===== src/rtl/load_store_unit_pkg.sv =====
// rtl/load_store_unit_pkg.sv - rv32i definitions shared by the load/store unit
// Purpose: word geometry defaults, LSU FSM state encoding, RV32I load/store
//          funct3 codes and the request legality/alignment check.
// Ports:   none (package).
package load_store_unit_pkg;

   localparam int RV_ADDR_WIDTH = 10;
   localparam int RV_WORD_WIDTH = 32;

   typedef enum logic [2:0] {
      S_IDLE,
      S_RD,
      S_MERGE,
      S_WR,
      S_RESP
   } lsu_state_t;

   localparam logic [2:0] F3_LB  = 3'b000;
   localparam logic [2:0] F3_LH  = 3'b001;
   localparam logic [2:0] F3_LW  = 3'b010;
   localparam logic [2:0] F3_LBU = 3'b100;
   localparam logic [2:0] F3_LHU = 3'b101;
   localparam logic [2:0] F3_SB  = 3'b000;
   localparam logic [2:0] F3_SH  = 3'b001;
   localparam logic [2:0] F3_SW  = 3'b010;

   // Illegal funct3 for the direction, or a halfword/word access that is not
   // naturally aligned. funct3[1:0] encodes the access size for every legal code.
   function automatic logic lsu_req_error(input logic       we,
                                          input logic [2:0] funct3,
                                          input logic [1:0] off);
      logic illegal;
      logic misaligned;
      if (we)
         illegal = !(funct3 inside {F3_SB, F3_SH, F3_SW});
      else
         illegal = !(funct3 inside {F3_LB, F3_LH, F3_LW, F3_LBU, F3_LHU});
      misaligned = ((funct3[1:0] == 2'b01) && off[0]) ||
                   ((funct3[1:0] == 2'b10) && (off != 2'b00));
      return illegal || misaligned;
   endfunction

endpackage


===== src/rtl/lsu_align.sv =====
// rtl/lsu_align.sv - byte/halfword lane extract, extend and store merge
// Purpose: combinational lane logic for the load/store unit (little-endian).
// Ports:   funct3    - RV32I width/sign code of the latched request
//          off       - byte offset within the word (addr[1:0])
//          rword     - word read from memory
//          wdata     - low 16 bits of the store data (right-aligned)
//          load_data - extracted and sign/zero-extended load result
//          merged    - read word with the store lane replaced (SB/SH)
module lsu_align
   import load_store_unit_pkg::*;
(
   input  logic [2:0]  funct3,
   input  logic [1:0]  off,
   input  logic [31:0] rword,
   input  logic [15:0] wdata,
   output logic [31:0] load_data,
   output logic [31:0] merged
);

   logic [7:0]  byte_lane;
   logic [15:0] half_lane;

   always_comb begin
      case (off)
         2'd0:    byte_lane = rword[7:0];
         2'd1:    byte_lane = rword[15:8];
         2'd2:    byte_lane = rword[23:16];
         default: byte_lane = rword[31:24];
      endcase
      half_lane = off[1] ? rword[31:16] : rword[15:0];

      load_data = '0;
      case (funct3)
         F3_LB:   load_data = {{24{byte_lane[7]}}, byte_lane};
         F3_LH:   load_data = {{16{half_lane[15]}}, half_lane};
         F3_LW:   load_data = rword;
         F3_LBU:  load_data = {24'b0, byte_lane};
         F3_LHU:  load_data = {16'b0, half_lane};
         default: load_data = '0;
      endcase

      merged = rword;
      case (funct3)
         F3_SB: begin
            case (off)
               2'd0:    merged[7:0]   = wdata[7:0];
               2'd1:    merged[15:8]  = wdata[7:0];
               2'd2:    merged[23:16] = wdata[7:0];
               default: merged[31:24] = wdata[7:0];
            endcase
         end
         F3_SH: begin
            if (off[1])
               merged[31:16] = wdata;
            else
               merged[15:0] = wdata;
         end
         default: merged = rword;
      endcase
   end

endmodule


===== src/rtl/load_store_unit.sv =====
// rtl/load_store_unit.sv - RV32I load/store unit with read-modify-write stores
// Purpose: accepts one load/store at a time, talks to a word memory with
//          one-cycle read latency, and returns a one-cycle response pulse.
// Ports:   clk, rst_n           - clock (rising edge), async active-low reset
//          req_valid/req_ready  - request handshake, ready only when idle
//          req_we, req_funct3   - store flag and RV32I width/sign code
//          req_addr, req_wdata  - byte address and right-aligned store data
//          resp_valid           - one-cycle completion pulse
//          resp_rdata, resp_err - extended load data, error flag
//          memRead, memWrite    - memory strobes
//          address, data_in     - word address and write word to memory
//          data_out             - memory read word, valid the cycle after memRead
module load_store_unit
   import load_store_unit_pkg::*;
#(
   parameter int ADDR_WIDTH = RV_ADDR_WIDTH,
   parameter int WORD_WIDTH = RV_WORD_WIDTH
) (
   input  logic                  clk,
   input  logic                  rst_n,
   input  logic                  req_valid,
   output logic                  req_ready,
   input  logic                  req_we,
   input  logic [2:0]            req_funct3,
   input  logic [ADDR_WIDTH+1:0] req_addr,
   input  logic [31:0]           req_wdata,
   output logic                  resp_valid,
   output logic [31:0]           resp_rdata,
   output logic                  resp_err,
   output logic                  memRead,
   output logic                  memWrite,
   output logic [ADDR_WIDTH-1:0] address,
   output logic [WORD_WIDTH-1:0] data_in,
   input  logic [WORD_WIDTH-1:0] data_out
);

   lsu_state_t            state;
   lsu_state_t            state_next;
   logic                  we_q;
   logic [2:0]            funct3_q;
   logic [1:0]            off_q;
   logic [15:0]           wdata_q;
   logic [ADDR_WIDTH-1:0] addr_q;
   logic [WORD_WIDTH-1:0] wbuf_q;
   logic [31:0]           result_q;
   logic                  err_q;

   logic                  accept;
   logic                  req_err;
   logic [31:0]           load_data;
   logic [31:0]           merged;

   assign accept  = req_valid && (state == S_IDLE);
   assign req_err = lsu_req_error(req_we, req_funct3, req_addr[1:0]);
   assign address = addr_q;
   assign data_in = wbuf_q;

   lsu_align u_align (
      .funct3    (funct3_q),
      .off       (off_q),
      .rword     (data_out),
      .wdata     (wdata_q),
      .load_data (load_data),
      .merged    (merged)
   );

   always_ff @(posedge clk or negedge rst_n) begin
      if (!rst_n) begin
         state    <= S_IDLE;
         we_q     <= 1'b0;
         funct3_q <= '0;
         off_q    <= '0;
         wdata_q  <= '0;
         addr_q   <= '0;
         wbuf_q   <= '0;
         result_q <= '0;
         err_q    <= 1'b0;
      end else begin
         state <= state_next;
         if (accept) begin
            we_q     <= req_we;
            funct3_q <= req_funct3;
            off_q    <= req_addr[1:0];
            wdata_q  <= req_wdata[15:0];
            addr_q   <= req_addr[ADDR_WIDTH+1:2];
            // A full-word store goes straight to memory; partial stores are
            // overwritten with the merged word in MERGE.
            wbuf_q   <= req_we ? req_wdata : '0;
            result_q <= '0;
            err_q    <= req_err;
         end else if (state == S_MERGE) begin
            if (we_q)
               wbuf_q <= merged;
            else
               result_q <= load_data;
         end
      end
   end

   always_comb begin
      state_next = state;
      req_ready  = 1'b0;
      memRead    = 1'b0;
      memWrite   = 1'b0;
      resp_valid = 1'b0;
      resp_rdata = '0;
      resp_err   = 1'b0;
      case (state)
         S_IDLE: begin
            // state is already IDLE while reset is held; keep ready low then
            req_ready = rst_n;
            if (accept) begin
               if (req_err)
                  state_next = S_RESP;
               else if (req_we && (req_funct3 == F3_SW))
                  state_next = S_WR;
               else
                  state_next = S_RD;
            end
         end
         S_RD: begin
            memRead    = 1'b1;
            state_next = S_MERGE;
         end
         S_MERGE: begin
            state_next = we_q ? S_WR : S_RESP;
         end
         S_WR: begin
            memWrite   = 1'b1;
            state_next = S_RESP;
         end
         S_RESP: begin
            resp_valid = 1'b1;
            resp_rdata = result_q;
            resp_err   = err_q;
            state_next = S_IDLE;
         end
         default: state_next = S_IDLE;
      endcase
   end

endmodule


===== config.mk =====
export PLATFORM = sky130hd
export DESIGN_NAME = load_store_unit
export DESIGN_NICKNAME = d
export VERILOG_FILES = /design/src/rtl/load_store_unit_pkg.sv /design/src/rtl/lsu_align.sv /design/src/rtl/load_store_unit.sv
export SDC_FILE = /design/constraint.sdc
export NUM_CORES = 1
export LEC_CHECK = 0
export BUFFER_PORTS_ARGS = -buffer_cell sky130_fd_sc_hd__buf_4
export CORE_ASPECT_RATIO = 1.5
export CORE_MARGIN = 2
export CORE_UTILIZATION = 47
export CTS_CLUSTER_DIAMETER = 100
export DETAILED_ROUTE_END_ITERATION = 10
export PLACE_DENSITY = 0.77
export SETUP_SLACK_MARGIN = 0.3
export SYNTH_ARGS = -nofsm -noshare
export SYNTH_HDL_FRONTEND = slang
export SYNTH_SLANG_ARGS = --single-unit

===== constraint.sdc =====
create_clock -name clk -period 1.6 [get_ports clk]
set_clock_uncertainty 0.05 [all_clocks]
set_input_delay 0.24 -clock clk [delete_from_list [all_inputs] [get_ports clk]]
set_output_delay 0.24 -clock clk [all_outputs]
set_load 0.02 [all_outputs]

# After elaboration in Yosys (flattened, before gate mapping)
# Index checks and enable logic that the tools add are counted.
[word_totals]
out_inout_bits = 79
elab_cells = 76
in_bits = 83
mem_bits_ro = 0
ram_bits = 0
reg_bits = 100
latchBits = 0
n_memories = 0
[classes]
eq_ne = 18
n_div = 0
bitwise_logic = 0
reduce_logical = 20
mux = 29
shifts = 0
mul = 0
add_sub_neg = 0
order_cmp = 0
[op_table]
columns = ["cell", "count"]
rows = [
  ["$mux 32", 8],
  ["$pmux 32 s5", 1],
  ["$pmux 32 s2", 1],
  ["$mux 16", 3],
  ["$mux 8", 4],
  ["$pmux 8 s3", 1],
  ["$eq 3x3->1 const B", 5],
  ["$eq 3x2->1 const B", 4],
  ["$pmux 3 s4", 1],
  ["$eq 3x1->1 const B", 3],
  ["$logic_not 3->1", 3],
  ["$mux 3", 3],
  ["$mux 1", 6],
  ["$reduce_bool 2->1", 3],
  ["$reduce_bool 5->1", 1],
  ["$eq 2x1->1 const B", 2],
  ["$eq 2x2->1 const B", 2],
  ["$logic_and 1x1->1", 4],
  ["$reduce_and 2->1", 2],
  ["$reduce_bool 3->1", 1],
  ["$reduce_or 3->1", 1],
  ["$logic_not 1->1", 2],
  ["$logic_not 2->1", 1],
  ["$logic_or 1x1->1", 2],
  ["other kinds (3)", 3],
]

# Depth between registers and ports, before layout
[depth]
word_depth = 8
ltp_mapped = 8
depth_no_buf = 4

# Hierarchy
# A second synthesis with hierarchy kept.
[unflattened]
hier_cells = 568
area_unflattened_um2 = 6253.5
[by_module_without_submodules]
columns = ["module", "instances", "cells_each", "seq_area_each_um2", "area_each_um2"]
rows = [
  ["load_store_unit", 1, 376, 2502.4, 4664.5],
  ["lsu_align", 1, 192, 0.0, 1589.0],
]

# Least setup slack after synthesis
# Ideal clock, no wire load.
[synth_timing]
path_kind = "register to register"
from = "register off_q[1]"
to = "register result_q[10]"
arrival_ns = 1.494
setup_ns = 0.126
n_path_buf = 3
slack_ns = -0.070
path_stages_with_launch = 7
synth_period_minus_slack_ns = 1.670
t_required_ns = 1.424
path_cell_list = "dfrtp_1 > buf_6 > and3b_1 > buf_2 > buf_2 > a22o_1 > a221o_1"
[synth_between]
elab_chain_len = 6
elab_cells_between_ends = 9
cone_classes = "eq/ne: 2; mux: 6; reduce/logical: 1"
[synth_lines]
columns = ["item", "line", "source"]
rows = [
  ["start: declaration", "load_store_unit.sv:41", "logic [1:0] off_q;"],
  ["start signal: assignment", "load_store_unit.sv:83", "off_q <= req_addr[1:0];"],
  ["$eq 2x2->1, or another cell as far along", "lsu_align.sv:24", "case (off)"],
  ["$pmux 8 s3", "lsu_align.sv:24", ""],
  ["$pmux 32 s5 *", "lsu_align.sv:33", "case (funct3)"],
  ["$mux 32 *", "load_store_unit.sv:92", "if (we_q)"],
  ["$mux 32 *", "load_store_unit.sv:91", "end else if (state == S_MERGE) begin"],
  ["$mux 32 *", "load_store_unit.sv:80", "if (accept) begin"],
  ["end signal: assignment", "load_store_unit.sv:95", "result_q <= load_data;"],
  ["end: declaration", "load_store_unit.sv:45", "logic [31:0] result_q;"],
]
# Every way passes the cells marked *; elsewhere a longest branch is shown, timed or not. The select of a mux whose other input is x is not followed.
# A chain may end at the register's enable or synchronous reset.

# Worst setup path in the final report
[layout_timing]
from = "register state[1]"
to = "output resp_rdata[10]"
[layout_between]
elab_chain_len = 2
[layout_lines]
columns = ["item", "line", "source"]
rows = [
  ["start: declaration", "load_store_unit.sv:37", "lsu_state_t state;"],
  ["start signal: assignment", "load_store_unit.sv:79", "state <= state_next;"],
  ["$eq 3x3->1", "load_store_unit.sv:108", "case (state)"],
  ["$mux 32", "load_store_unit.sv:108", ""],
  ["end: declaration", "load_store_unit.sv:28", "output logic [31:0] resp_rdata,"],
]
# No other way between the ends.

==> run_results.csv <==
group,metric,value,unit
outcome,status,"complete, but fails checks",
outcome,violations,"negative setup slack",
logic_synthesis,synth-edff-count,0,
finish,seqCellArea,2506,um^2
critical_path,r2r_slack,-0.38,ns
logic_synthesis,ys_ff_latch,100,
power,power.leakage,4.506,nW
logic_synthesis,yosys_most_used_dff,"dfrtp_1",
logic_synthesis,synth_cell_types,56,
finish,fill_cells,551,
logic_synthesis,netlist_area,5518,um^2
logic_synthesis,async_reset_ff_frac,1.000,
logic_synthesis,syn_nets,641,
critical_path,r2r_end,"result_q[5]",
logic_synthesis,yosysWarningCount,0,
timing,slew_violations,0,
clock_tree,cts_buffer_depth,2,
place,dp_slack,-0.2217,ns
clock_tree,clkSinkCount,100,
floorplan,die-area,12640,um^2
hold_path,whs_path_depth,3,
clock_tree,cts-root-buf,"clkbuf_16",
clock_tree,cts_max_level,3,
floorplan,start_util,0.4810,
finish,diodes,0,
logic_synthesis,seq_area_frac_synth,0.4535,
critical_path,path_class,"reg2out",
critical_path,crit_arrival,1.74,ns
place,gp_congestion,0.9011,
detailed_routing,dr_total_vias,6357,
timing,rsz0062_at_grt,"yes",
clock_tree,insertion_delay,0.35,ns
logic_synthesis,postSynthAreaPerCell,9.889,um^2
critical_path,startpoint_type,"flip-flop",
timing,period_needed,2.031,ns
detailed_routing,drt_iter0_drc,679,
global_route,grt_max_degree,101,
global_route,overflow,0,
finish,nets,874,
floorplan,die_w,92.47,um
floorplan,die_h,136.7,um
timing,final-hold-violation-count,0,
finish,area_delta_synth_final,76.24,%
finish,drive_gt1_frac,0.6340,
hold_path,holdPathEnd,"address[5]",
global_route,grt_pass1_wl,34130,um
critical_path,reg2regPathDepth,8,
global_route,grt_usage,0.3584,
clock_tree,cts_tree,"done",
clock_tree,cts_buffers,9,
critical_path,cp-end-kind,"primary output",
critical_path,r2r_start,"state[1]",
detailed_routing,drc,0,
detailed_routing,wl_per_cell,27.34,um
job,maxCapViolCount,0,
clock_tree,cts.clk_slew.worst_paths,0.07,ns
place,dp_cells,866,
timing,tightestPinTransition,0.5548,ns
critical_path,worstPathMaxFanout,4,
detailed_routing,ant_nets,0,
timing,timing.final.ws_setup,-0.4313,ns
detailed_routing,drt-total-wl,25840,um
timing,setup_viol,135,
power,ir_worst_vdd,0.001714,V
place,dp_hpwl,13780,um
power,powerDensity,2079,nW/um^2
floorplan,ios,162,
global_route,grt_pass1_vias,5919,
logic_synthesis,syn_inst,558,
finish,multiInputGateArea,3608,um^2
timing,slew_headroom,0.6301,
critical_path,required,1.31,ns
floorplan,design.core.area,11470,um^2
floorplan,rows,48,
detailed_routing,firstDrtPassIters,5,
detailed_routing,viasPerCell,6.727,
place,portBuffers,161,
global_route,antenna_found_initial,0,
timing,fmax,0.4923,GHz
power,power,0.02021,W
hold_path,min-delay-start,"req_addr[7]",
timing,period_share,1.270,
finish,stdcell_count,945,
hold_path,hold_class,"in2reg",
-- area by class of cell --
type | instances | share of cell area
clock inverters | 5 | 0.008749
clock buffers | 10 | 0.02355
well taps | 150 | 0.01930
repair buffers | 277 | 0.3169
multi-input cells | 396 | 0.3711
inverters | 7 | 0.002702
flip-flops and latches | 100 | 0.2577
-- layout by cell type, fill, tap and decap left out, types with 3 or more instances in the layout --
cell type and instances:
buf_4 166, dfrtp_1 97, buf_6 61, nand2_1 42, and3_4 32, nand2_2 28, nor2_1 24, buf_12 24
a22oi_2 23, nand2_4 19, a221o_1 19, o21ai_2 19, clkbuf_16 17, a22o_1 16, a221o_2 14, buf_16 12
mux2i_1 11, a21oi_1 10, a21oi_4 10, o22ai_1 8, a211oi_2 8, a22oi_1 8, inv_1 7, mux4_2 7
nor2b_1 7, a21oi_2 6, a31oi_1 6, nand2b_1 5, o21ai_1 5, nor4_1 4, o31ai_2 4, nor2_4 3
and2_4 3, or3_4 3, nor4_2 3, bufbuf_16 3, dfrtp_2 3
-- worst max path at each step --
| stage | endpoint | startpoint | slack [ns] | cells after the start |
|---|---|---|---|---|
| global placement | data_in[31] | state[0] | -0.20 | 4 |
| floorplan | result_q[10] | funct3_q[1] | -0.05 | 6 |
| CTS | resp_rdata[1] | state[1] | -0.36 | 8 |
| detailed placement | data_in[31] | state[0] | -0.22 | 4 |
| global route | resp_rdata[10] | state[1] | -0.48 | 8 |
| finish | resp_rdata[10] | state[1] | -0.43 | 8 |
-- critical path, cell delays in order, from the launching register on --
cell,delay (ns)
dfrtp_1,0.40
buf_6,0.12
buf_6,0.11
nor2_4,0.10
buf_6,0.13
buf_6,0.12
clkbuf_16,0.13
and3_4,0.18
buf_6,0.11
-- cell usage after synthesis, drive strengths merged, types with 9 or more instances --
| master | n | area [um^2] |
|---|---|---|
| and3 | 34 | 212.7 |
| clkbuf | 16 | 62.56 |
| a21oi | 26 | 130.1 |
| o21ai | 26 | 133.9 |
| a22oi | 31 | 232.7 |
| dfrtp | 100 | 2502 |
| a22o | 16 | 140.1 |
| buf | 39 | 255.3 |
| nor2b | 9 | 56.30 |
| nor2 | 30 | 136.4 |
| a221o | 33 | 347.8 |
| nand2 | 90 | 340.3 |
| a211oi | 11 | 87.58 |
| mux2i | 11 | 110.1 |
| o22ai | 9 | 56.30 |
-- cell families after synthesis --
kind of cell	after synthesis	synth area share
AOI/OAI and AO/OA	173	0.2383
DFF	100	0.4535
buffers and inverters	62	0.06236
and+or+nand+nor	204	0.1918
muxes	19	0.05397
-- through the flow --
step | hold WS, ns | util | cell area, um^2 | setup TNS, ns
2_1_floorplan | -0.1056 | - | 5941 | -0.8143
3_3_place_gp | 0.3642 | 0.6454 | 7403 | -4.578
3_5_place_dp | 0.3649 | 0.6454 | 7403 | -7.427
4_1_cts | 0.02922 | 0.7775 | 8919 | -22.42
5_1_grt | 0.06042 | 0.8477 | 9724 | -47.30
6_report | 0.03500 | 0.8477 | 9724 | -42.33
-- repair_timing --
item,4_1_cts,5_1_grt
endpoints found under the hold margin,1,0
gates resized for setup,121,138
gates cloned,17,8
pin swaps,20,49
hold buffers,1,0
endpoints found under the setup margin,136,137
setup buffers,26,12
-- sequential cells by signal (all words and copies together) (netlist names) --
register and count:
data_in 32, result_q 32, wdata_q 16, address 10, funct3_q 3, state 3
off_q 2, err_q 1, we_q 1
-- routing by layer --
metal | track usage | wire length [um]
met5 | 0 | 0
met4 | 0.2098 | 2371
met1 | 0.4173 | 8335
met2 | 0.6265 | 12810
met3 | 0.05066 | 2323
-- power by group --
part	switching (W)	internal, W
Combinational	0.00646	0.00655
Clock	0.00103	0.00137
Sequential	0.00109	0.00370
Total	0.00858	0.0116
Note: power is estimated with default switching activity, not from simulation.
